[src/rtl/etroc1_stream_arbiter_if.sv]
// Channel-side and output-side handshake bundle for the ETROC1 stream arbiter.
// master = arbiter side, slave = channel array / readout FIFO side.
interface etroc1_stream_arbiter_if #(
  parameter int DW  = 32,
  parameter int NCH = 4,
  parameter int CW  = $clog2(NCH)
);
  logic [NCH-1:0]    ch_enable;
  logic [NCH-1:0]    ch_valid;
  logic [NCH*DW-1:0] ch_data;
  logic [NCH-1:0]    ch_ready;
  logic [DW-1:0]     out_data;
  logic [CW-1:0]     out_chan;
  logic              out_valid;
  logic              out_ready;

  modport master (
    input  ch_enable, ch_valid, ch_data, out_ready,
    output ch_ready, out_data, out_chan, out_valid
  );

  modport slave (
    output ch_enable, ch_valid, ch_data, out_ready,
    input  ch_ready, out_data, out_chan, out_valid
  );
endinterface

[src/rtl/etroc1_stream_arbiter.sv]
// Round-robin burst arbiter merging ETROC1 channel streams into one stream.
// Optional per-channel word counters: define ETROC1_STREAM_ARB_STATS_EN.
module etroc1_stream_arbiter #(
  parameter int DW        = 32,
  parameter int NCH       = 4,
  parameter int MAX_BURST = 16
) (
  input  logic CLK,
  input  logic RSTn,
  etroc1_stream_arbiter_if.master bus,
  output logic busy
`ifdef ETROC1_STREAM_ARB_STATS_EN
  ,
  input  logic [$clog2(NCH)-1:0] stat_sel,
  input  logic                   stat_clear,
  output logic [31:0]            stat_count
`endif
);
  localparam int CW = $clog2(NCH);
  localparam int BW = $clog2(MAX_BURST) + 1;
  localparam logic [BW-1:0] LAST = BW'(MAX_BURST - 1);

  typedef enum logic {IDLE, BURST} state_t;

  state_t         state, state_nxt;
  logic [CW-1:0]  grant, last_grant, pick, idx;
  logic [BW-1:0]  burst_cnt;
  logic [NCH-1:0] req, ready;
  logic [DW-1:0]  word, out_data;
  logic [CW-1:0]  out_chan;
  logic           out_valid;
  logic           can_load, xfer, done, found;

  assign req      = bus.ch_valid & bus.ch_enable;
  assign can_load = !out_valid | bus.out_ready;
  assign xfer     = (state == BURST) & bus.ch_valid[grant] & ready[grant];
  assign done     = (state == BURST)
                  & ((xfer & (burst_cnt == LAST))
                  | !bus.ch_valid[grant]
                  | !bus.ch_enable[grant]);

  assign bus.ch_ready  = ready;
  assign bus.out_data  = out_data;
  assign bus.out_chan  = out_chan;
  assign bus.out_valid = out_valid;

  // first requester after the previous winner, wrapping
  always_comb begin
    pick  = last_grant;
    idx   = last_grant;
    found = 1'b0;
    for (int k = 1; k <= NCH; k++) begin
      idx = CW'((int'(last_grant) + k) % NCH);
      if (!found && req[idx]) begin
        pick  = idx;
        found = 1'b1;
      end
    end
  end

  always_comb begin
    word = '0;
    for (int i = 0; i < NCH; i++)
      if (grant == CW'(i))
        word = bus.ch_data[i*DW +: DW];
  end

  always_ff @(posedge CLK or negedge RSTn) begin
    if (!RSTn) state <= IDLE;
    else       state <= state_nxt;
  end

  always_comb begin
    state_nxt = state;
    unique case (state)
      IDLE:    if (|req) state_nxt = BURST;
      BURST:   if (done) state_nxt = IDLE;
      default: state_nxt = IDLE;
    endcase
  end

  always_comb begin
    ready = '0;
    busy  = 1'b0;
    if (state == BURST) begin
      ready[grant] = can_load & bus.ch_enable[grant];
      busy         = 1'b1;
    end
  end

  always_ff @(posedge CLK or negedge RSTn) begin
    if (!RSTn) begin
      grant      <= '0;
      last_grant <= CW'(NCH - 1);
      burst_cnt  <= '0;
      out_data   <= '0;
      out_chan   <= '0;
      out_valid  <= 1'b0;
    end else begin
      if (state == IDLE && |req) begin
        grant     <= pick;
        burst_cnt <= '0;
      end
      if (xfer) begin
        out_data  <= word;
        out_chan  <= grant;
        out_valid <= 1'b1;
        burst_cnt <= burst_cnt + 1'b1;
      end else if (bus.out_ready) begin
        out_valid <= 1'b0;
      end
      if (done) last_grant <= grant;
    end
  end

`ifdef ETROC1_STREAM_ARB_STATS_EN
  logic [31:0] stat_q [NCH];

  always_ff @(posedge CLK or negedge RSTn) begin
    if (!RSTn) begin
      for (int i = 0; i < NCH; i++) stat_q[i] <= '0;
    end else begin
      for (int i = 0; i < NCH; i++) begin
        if (stat_clear)
          stat_q[i] <= '0;
        else if (out_valid && bus.out_ready
                 && out_chan == CW'(i) && stat_q[i] != '1)
          stat_q[i] <= stat_q[i] + 1'b1;
      end
    end
  end

  assign stat_count = stat_q[stat_sel];
`endif
endmodule
[src/flat_wrapper.sv]
// flat-port wrapper written by rule: the top's interface ports become plain ports
module etroc1_stream_arbiter_flat 
#(
  parameter int DW        = 32,
  parameter int NCH       = 4,
  parameter int MAX_BURST = 16
)
  (CLK, RSTn, busy, bus_ch_enable, bus_ch_valid, bus_ch_data, bus_out_ready, bus_ch_ready, bus_out_data, bus_out_chan, bus_out_valid);
  etroc1_stream_arbiter_if #(.DW(DW), .NCH(NCH)) bus_i ();
  input  logic CLK;
  input  logic RSTn;
  output logic busy;
  input wire logic [$bits(bus_i.ch_enable)-1:0] bus_ch_enable;
  input wire logic [$bits(bus_i.ch_valid)-1:0] bus_ch_valid;
  input wire logic [$bits(bus_i.ch_data)-1:0] bus_ch_data;
  input wire logic [$bits(bus_i.out_ready)-1:0] bus_out_ready;
  output wire logic [$bits(bus_i.ch_ready)-1:0] bus_ch_ready;
  output wire logic [$bits(bus_i.out_data)-1:0] bus_out_data;
  output wire logic [$bits(bus_i.out_chan)-1:0] bus_out_chan;
  output wire logic [$bits(bus_i.out_valid)-1:0] bus_out_valid;
  assign bus_i.ch_enable = bus_ch_enable;
  assign bus_i.ch_valid = bus_ch_valid;
  assign bus_i.ch_data = bus_ch_data;
  assign bus_i.out_ready = bus_out_ready;
  assign bus_ch_ready = bus_i.ch_ready;
  assign bus_out_data = bus_i.out_data;
  assign bus_out_chan = bus_i.out_chan;
  assign bus_out_valid = bus_i.out_valid;
  etroc1_stream_arbiter #(.DW(DW), .NCH(NCH), .MAX_BURST(MAX_BURST)) u_core (.CLK(CLK), .RSTn(RSTn), .bus(bus_i), .busy(busy));
endmodule
[config.mk]
export PLATFORM = sky130hd
export DESIGN_NAME = etroc1_stream_arbiter_flat
export DESIGN_NICKNAME = d
export VERILOG_FILES = /design/src/rtl/etroc1_stream_arbiter_if.sv /design/src/rtl/etroc1_stream_arbiter.sv /design/src/flat_wrapper.sv
export SDC_FILE = /design/constraint.sdc
export NUM_CORES = 1
export LEC_CHECK = 0
export CAP_MARGIN = 30
export CORE_MARGIN = 2
export CORE_UTILIZATION = 35
export CTS_BUF_LIST = sky130_fd_sc_hd__clkbuf_2
export CTS_CLUSTER_DIAMETER = 120
export DETAILED_ROUTE_END_ITERATION = 10
export PLACE_DENSITY_LB_ADDON = 0.08
export SETUP_SLACK_MARGIN = 0.05
export SYNTH_ARGS = -nofsm -noshare
export SYNTH_HDL_FRONTEND = slang
export SYNTH_SLANG_ARGS = --single-unit
[constraint.sdc]
create_clock -name CLK -period 3.34 [get_ports CLK]
set_input_delay 0.334 -clock CLK [delete_from_list [all_inputs] [get_ports CLK]]
set_output_delay 0.334 -clock CLK [all_outputs]
set_load 0.01 [all_outputs]
==> Implementation_results.wiki, run 1 <==
{| class="wikitable"
! Metric !! Value
|-
| Result of the run || completed
|-
| TritonCTS clock tree || yes
|-
| Sequential area share after synthesis || 0.419
|-
| Adder-Cell Fraction of Synth Area || 0.00929
|-
| Internal power || 2.05 mW
|-
| Number of flops mapped to enable cells by yosys || 0
|-
| Die outline width || 91.7 µm
|-
| Yosys warning count || 0
|-
| Clock transition at the register clock pins on the worst setup and hold paths after CTS || 0.22 ns
|-
| Leakage dissipation || approximately 1.8 nW
|-
| Number of buffers created by CTS || 5
|-
| Tcrit/Tclk final || 0.748
|-
| Vias post-DR || 2283
|-
| Maximum fanout encountered on the critical timing path || 24
|-
| Synthesized area || 2690 µm²
|-
| Setup repair after global routing missed its margin || false
|-
| Power density normalized to cell area || roughly 670 nW/µm²
|-
| Register share of total power || 0.337
|-
| Number of antenna-violating nets in the routed design || 0
|-
| Syn Area/Cell || approximately 15 µm²
|-
| Crit path required time || 3.01 ns
|-
| Number of register bits inferred by synthesis || 45
|-
| Clock Sink Count || 45
|-
| Area of all placed cells without fillers || 4630 µm²
|-
| Remaining Overflow, GRT || 0
|-
| Number of maximum-capacitance violations || 0
|-
| Synth Area in Simple Gates || 0.0465
|-
| Post-placement cell count || 449
|-
| Multi-input gate area in the final layout || 1470 µm²
|-
| Length of the first detailed-routing pass in iterations || 4
|-
| Effective utilization at floorplan || 0.365
|-
| Clk Latency, worst-skew pair || 0.42 ns
|-
| First-pass GRT wire length || 12.0 mm
|-
| Area of the die || roughly 8400 µm²
|-
| Min cycle time layout || 2.50 ns
|-
| Cell Area, Placed || 4580 µm²
|-
| Endpoints failing hold || 0
|-
| Startpoint of the worst-slack reg-to-reg timing path || u_core.grant[0]
|-
| Most used flip-flop cell after synthesis || sky130_fd_sc_hd__dfrtp_1
|-
| Highest clock frequency the design can meet || between 400 and 500 MHz
|-
| Clock root buffer master || sky130_fd_sc_hd__clkbuf_2
|-
| Pin slew with the least headroom to its limit || roughly 0.7 ns
|-
| Synth Area in XOR/XNOR || 0.00325
|-
| Number of placed I/O pins || 179
|-
| Average wire length per cell after detail routing || around 17 µm
|-
| Overall global routing resource usage || 0.182
|-
| Yosys top cell area share || 0.400
|-
| Worst-case vdd ir drop || 0.440 mV
|-
| Number of placement rows || 31
|-
| Bufs on Longest Clock Path || 2
|-
| Post-Route Hold Slack || 0.398 ns
|-
| Setup slack on the worst flop-to-flop path || ~1 ns
|-
| Normalized max-slew margin || 0.537
|-
| Buffers added on ports || 178
|-
| Post-CTS setup buffer count || 0
|-
| Reg-to-reg endpoint || u_core.bus.out_data[28]
|-
| Cell type contributing the most total cell area after synthesis || sky130_fd_sc_hd__dfrtp_1
|-
| List of most frequent post-synthesis cells || sky130_fd_sc_hd__dfrtp_1 (43), sky130_fd_sc_hd__mux4_2 (33), sky130_fd_sc_hd__mux2_2 (21)
|-
| Synthesized Nets || approximately 320
|-
| Category of the worst setup path launch point || flop
|-
| Depth of the worst register-to-register path || 5
|-
| Clock skew || between 0.02 and 0.025 ns
|-
| Area fraction in compound gates after synthesis || 0.0400
|-
| Weighted congestion at the end of routability-driven global placement || 0.792
|-
| Core area || 7370 µm²
|-
| Number of nets in the layout || ~500
|-
| Largest net degree at the start of global routing || 39
|-
| Pwr Total || 3.11 mW
|-
| Fillers || 581
|-
| Number of unique standard cell types used by synthesis || 36
|-
| Layout-stage area growth over the synthesis result || 71.9%
|-
| Count of inserted antenna diode cells || 0
|-
| Post-placement setup slack || 0.893 ns
|-
| Switching share of power || 0.339
|-
| Pins Over Slew Limit || 0
|-
| Maximum level of the CTS H-tree || 2
|-
| Post-DP HPWL || 6.12 mm
|-
| Power spent charging and discharging nets || 1.05 mW
|-
| Reg area || 1130 µm²
|-
| Portion of netlist area occupied by mux cells || 0.446
|-
| Post-synthesis instance total || 180
|-
| Data arrival at the endpoint of the critical path || about 2.2 ns
|-
| Via/cell ratio || 4.98
|-
| Number of design-rule violations left by the first detailed-router iteration || 35
|-
| Total wirelength of the detailed-routed design || 7.61 mm
|-
| Worst setup path start || u_core.grant[0]
|-
| Ys async rst share || 1.00
|-
| Class of the tightest hold or removal check || in -> async
|-
| Remaining routing DRC violations || 0
|-
| Share of power burned in combinational logic || 0.592
|-
| Start-to-end type of the worst setup path || reg -> out
|-
| Critical Path End || bus_ch_ready[3]
|-
| Top area cells in the synthesized netlist || sky130_fd_sc_hd__dfrtp_1 (40%), sky130_fd_sc_hd__mux4_2 (28%), sky130_fd_sc_hd__mux2_2 (8.8%)
|-
| Y dimension of the die || 91.7 µm
|-
| Filler-free cell count of the finished design || 458
|-
| Number of global-route vias before repair || 2414
|-
| Share of post-route cells with drive strength above 1 || 0.201
|-
| Finish-stage setup viols || 0
|-
| Top-count cell post-synth || sky130_fd_sc_hd__dfrtp_1
|-
| Clock network power share || 0.071
|-
| Crit path setup slack, layout || ~0.84 ns
|-
| Total negative slack || 0 ns
|-
| Finished Core Util || 0.628
|-
| Dominant combinational cell family by area after synthesis || multiplexers
|-
| Initial antenna violation count || 0
|-
| Kind of end point of the critical path || output pin
|}
[layer usage]
metal  routed length [µm]  track usage
met3                  491       0.0403
met1                 2940        0.212
met5                    0            0
met4                  161       0.0622
met2                 4010        0.329
[how the worst min path moves through the flow]
stage	cells past startpoint	endpoint	startpoint	slack, ns
6_report	2	u_core.bus.out_data[3]	RSTn	0.40
5_1_grt	2	u_core.grant[1]	RSTn	0.40
4_1_cts	2	u_core.grant[0]	RSTn	0.40
3_5_place_dp	1	u_core.bus.out_valid	RSTn	0.36
3_3_place_gp	1	u_core.bus.out_data[14]	u_core.bus.out_data[14]	0.47
2_1_floorplan	0	u_core.burst_cnt[0]	RSTn	0.04
[cell families (layout without fill, tap and decap cells)]
family,count (synthesis),in the layout
compound gates,15,15
simple gates,27,27
buf+inv,16,195
mux,74,74
fa+ha+maj,2,2
xor+xnor,1,1
flops,45,45
[registers in the layout, summed over array words and instances (netlist names)]
| name | count |
|---|---|
| u_core.bus.out_data | 32 |
| u_core.burst_cnt | 5 |
| u_core.bus.out_chan | 2 |
| u_core.grant | 2 |
| u_core.last_grant | 2 |
| u_core.bus.out_valid | 1 |
| u_core.state | 1 |
[cell type report]
class                   count  area share
repair buffers            183       0.400
flip-flops and latches     45       0.244
multi-input cells         119       0.318
clock inverters             1    0.000811
inverters                   4     0.00324
well taps                  99      0.0268
clock buffers               7     0.00757
[layout by cell type, fill, tap and decap left out, types with 2 or more instances in the layout]
master	synthesis	layout
sky130_fd_sc_hd__ha_1	2	2
sky130_fd_sc_hd__nand2_1	13	13
sky130_fd_sc_hd__dfrtp_1	43	42
sky130_fd_sc_hd__buf_4	1	2
sky130_fd_sc_hd__a31oi_1	2	2
sky130_fd_sc_hd__nor2_1	2	2
sky130_fd_sc_hd__clkdlybuf4s50_1	0	177
sky130_fd_sc_hd__mux2_2	21	21
sky130_fd_sc_hd__inv_1	3	3
sky130_fd_sc_hd__dfstp_2	2	2
sky130_fd_sc_hd__o31ai_1	2	2
sky130_fd_sc_hd__nand3_1	3	3
sky130_fd_sc_hd__mux2i_1	4	4
sky130_fd_sc_hd__o21ai_0	3	3
sky130_fd_sc_hd__mux2_1	16	16
sky130_fd_sc_hd__nor3_1	4	4
sky130_fd_sc_hd__clkbuf_2	0	7
sky130_fd_sc_hd__mux4_2	33	33
[critical path, cell delays in order (launching register included)]
cell and delay, ns:
sky130_fd_sc_hd__dfrtp_2 0.87, sky130_fd_sc_hd__inv_2 0.10, sky130_fd_sc_hd__nor3_1 0.21, sky130_fd_sc_hd__clkdlybuf4s50_1 0.56
[power by group through the flow]
stage / registers (mW) / logic [mW] / clock network, mW
CTS: 1.06 / 1.87 / 0.233
global placement: 1.06 / 1.84 / 0
global route: 1.10 / 1.97 / 0.258
floorplan: 1.07 / 1.02 / 0
finish: 1.05 / 1.84 / 0.221
detailed placement: 1.07 / 1.87 / 0
[timing repair]
| action | in CTS | in global routing |
|---|---|---|
| endpoints found under the hold margin | 20 | 0 |
| hold buffers | 1 | 0 |
| gates resized for setup | 0 | 0 |
Note: power is estimated with default switching activity, not from simulation.
==> inputs of run 2 (changes only) <==
==> constraint.sdc (replaced) <==
create_clock -name CLK -period 2.5 [get_ports CLK]
set_input_delay 0.25 -clock CLK [delete_from_list [all_inputs] [get_ports CLK]]
set_output_delay 0.25 -clock CLK [all_outputs]
set_load 0.01 [all_outputs]
==> run 2 against run 1 <==
Net effect:
- cell count is 0.66% higher
- register-to-register slack lost 0.57 ns
- clock-buffer cell count down 1
- sequential power up 29%
- routed wire length decreased by 0.58%
- critical path type unchanged
- largest power group unchanged
==> Implementation_results.wiki, run 2 (synthesis gave the netlist of run 1 again) <==
{| class="wikitable"
! Metric !! Value
|-
| Result of the run || completed
|-
| Number of antenna-violating nets in the routed design || 0 (unchanged)
|-
| Clock skew || 0.0152 ns (-0.00811 ns)
|-
| Maximum cell stage delay along the critical path || 0.58 ns (-0.29 ns)
|-
| Filler-free cell count of the finished design || 461 (+0.66%)
|-
| Post-DP HPWL || 6.10 mm (-0.34%)
|-
| Number of placed I/O pins || 179 (unchanged)
|-
| Highest clock frequency the design can meet || 446 MHz
|-
| Class of the tightest hold or removal check || in -> async
|-
| Largest net degree at the start of global routing || 37 (-5.1%)
|-
| Layout-stage area growth over the synthesis result || 72.3%
|-
| Clock root buffer master || sky130_fd_sc_hd__clkbuf_2
|-
| Data arrival at the endpoint of the critical path || 1.99 ns (-0.17 ns)
|-
| Buffering stage count on the worst path with inverters included || 1 (-1)
|-
| Weighted congestion at the end of routability-driven global placement || 0.821 (+3.7%)
|-
| Reg-to-reg endpoint || u_core.bus.out_data[23]
|-
| Buffers added on ports || 178 (unchanged)
|-
| Remaining routing DRC violations || 0 (unchanged)
|-
| Total negative slack || 0 ns (unchanged)
|-
| Endpoints failing hold || 0 (unchanged)
|-
| Post-CTS setup buffer count || 0 (unchanged)
|-
| Worst path cell trace || nand2b_1, nand2_1, nor4b_2, clkdlybuf4s50_1
|-
| Via/cell ratio || 5.00 (+0.31%)
|-
| Number of design-rule violations left by the first detailed-router iteration || 43 (+23%)
|-
| Number of buffers created by CTS || 5 (unchanged)
|-
| Min cycle time layout || 2.24 ns
|-
| Pin slew with the least headroom to its limit || 0.468 ns (-0.227 ns)
|-
| Remaining Overflow, GRT || 0 (unchanged)
|-
| Maximum fanout encountered on the critical timing path || 5 (-79%)
|-
| Post-placement cell count || 453 (+0.89%)
|-
| Number of global-route vias before repair || 2497 (+3.4%)
|-
| Total wirelength of the detailed-routed design || 7.56 mm (-0.58%)
|-
| Crit path max-delay cell type || sky130_fd_sc_hd__clkdlybuf4s50_1
|-
| Clock transition at the register clock pins on the worst setup and hold paths after CTS || 0.22 ns (about the same)
|-
| Clock Sink Count || 45 (unchanged)
|-
| Count of inserted antenna diode cells || 0 (unchanged)
|-
| Category of the worst setup path launch point || flop
|-
| Length of the first detailed-routing pass in iterations || 4 (unchanged)
|-
| Number of placement rows || 31 (unchanged)
|-
| Power density normalized to cell area || 899 nW/µm² (+34%)
|-
| Setup repair after global routing missed its margin || false
|-
| Start-to-end type of the worst setup path || reg -> out
|-
| Fillers || 602 (+3.6%)
|-
| Leakage dissipation || 1.79 nW (+0.48%)
|-
| Tcrit/Tclk final || 0.896
|-
| Initial antenna violation count || 0 (unchanged)
|-
| Pins Over Slew Limit || 0 (unchanged)
|-
| Number of nets in the layout || 503 (+0.80%)
|-
| Family with the most delay on the worst path || simple AND/OR/NAND/NOR gates
|-
| Bufs on Longest Clock Path || 2 (unchanged)
|-
| Area of the die || 8410 µm² (unchanged)
|-
| Maximum level of the CTS H-tree || 2 (unchanged)
|-
| Finish-stage setup viols || 0 (unchanged)
|-
| Clk Latency, worst-skew pair || 0.38 ns (-0.04 ns)
|-
| First-pass GRT wire length || 12.6 mm (+5.4%)
|-
| Y dimension of the die || 91.7 µm (unchanged)
|-
| Most common cell after layout, fill and taps aside || sky130_fd_sc_hd__clkdlybuf4s50_1
|-
| Biggest regs || u_core.bus.out_data (32), u_core.burst_cnt (5)
|-
| Number of maximum-capacitance violations || 0 (unchanged)
|-
| Worst-case vdd ir drop || 0.492 mV (+12%)
|-
| Kind of end point of the critical path || output pin
|-
| TritonCTS clock tree || yes
|-
| Overall global routing resource usage || 0.189 (+0.00772)
|-
| Max FFs per register || 32 (unchanged)
|-
| Depth of the worst register-to-register path || 5 (unchanged)
|-
| Die outline width || 91.7 µm (unchanged)
|-
| Register ranked first by flip-flop count || u_core.bus.out_data
|-
| Crit path required time || 2.25 ns (-0.76 ns)
|-
| Startpoint of the worst-slack reg-to-reg timing path || u_core.grant[0]
|-
| Setup slack on the worst flop-to-flop path || 0.41 ns (-0.57 ns)
|-
| Effective utilization at floorplan || 0.365 (unchanged)
|-
| Average wire length per cell after detail routing || 16.4 µm (-1.2%)
|-
| Core area || 7370 µm² (unchanged)
|-
| Most used cells in the layout excluding fill and tap cells || sky130_fd_sc_hd__clkdlybuf4s50_1 (177), sky130_fd_sc_hd__dfrtp_1 (42), sky130_fd_sc_hd__mux4_2 (33)
|-
| Vias post-DR || 2305 (+0.96%)
|-
| Share of post-route cells with drive strength above 1 || 0.210 (+0.00939)
|-
| Normalized max-slew margin || 0.688 (+0.151)
|}
==> run 2: report_power, final <==
part           leakage [nW]  internal, mW  switching [mW]
clock                0.0265        0.0655           0.223
sequential            0.539          1.09           0.258
combinational          1.22          1.59           0.942
==> run 2: layout make-up <==
cell class              count  area, µm²  area share
clock buffers               6       30.0     0.00647
multi-input cells         119       1480       0.319
inverters                   4       15.0     0.00324
well taps                  99        124      0.0267
repair buffers            187       1860       0.401
flip-flops and latches     45       1130       0.244
clock inverters             1       3.75    0.000809
==> run 2: layer usage <==
layer | up-vias | share of wire | global-route usage
met4 | 0 | 0.019 | 0.0535
met2 | 96 | 0.53 | 0.341
li1 | 1069 | - | -
met5 | - | 0 | 0
met3 | 10 | 0.063 | 0.0411
met1 | 1130 | 0.38 | 0.228
==> run 2: timing repair <==
action                                  CTS  global route
endpoints found under the setup margin    0             1
hold endpoints to repair                 12             0
resized for setup                         0             1
hold buffers                              1             0
==> run 2: through the flow <==
step           setup WS [ns]  cell area, µm²  hold WS, ns   util  total power, mW
6_report               0.260            4640        0.250  0.630             4.17
5_1_grt                0.106            4640        0.241  0.630             4.50
4_1_cts                0.158            4630        0.227  0.629             4.24
3_5_place_dp           0.192            4590        0.163  0.623             3.95
3_3_place_gp           0.239            4590        0.158  0.623             3.91
2_1_floorplan          0.613            2690      -0.0456      -             2.80
==> run 2: worst max-delay path by stage <==
stage,from,end,depth (start not counted)
after global routing,u_core.bus.out_valid,bus_ch_ready[0],4
after floorplan,u_core.grant[0],u_core.bus.out_data[16],4
after global placement,bus_ch_enable[2],u_core.bus.out_data[23],6
after detailed placement,bus_ch_enable[0],u_core.bus.out_data[23],6
after CTS,u_core.bus.out_valid,bus_ch_ready[0],4
final,u_core.bus.out_valid,bus_ch_ready[0],4
==> run 2: worst register-to-register path: stages (launching register included) <==
cell and delay, ns:
sky130_fd_sc_hd__dfrtp_2 0.56, sky130_fd_sc_hd__inv_2 0.11, sky130_fd_sc_hd__mux4_2 0.58, sky130_fd_sc_hd__nor2_4 0.13, sky130_fd_sc_hd__buf_12 0.23, sky130_fd_sc_hd__mux2_2 0.38
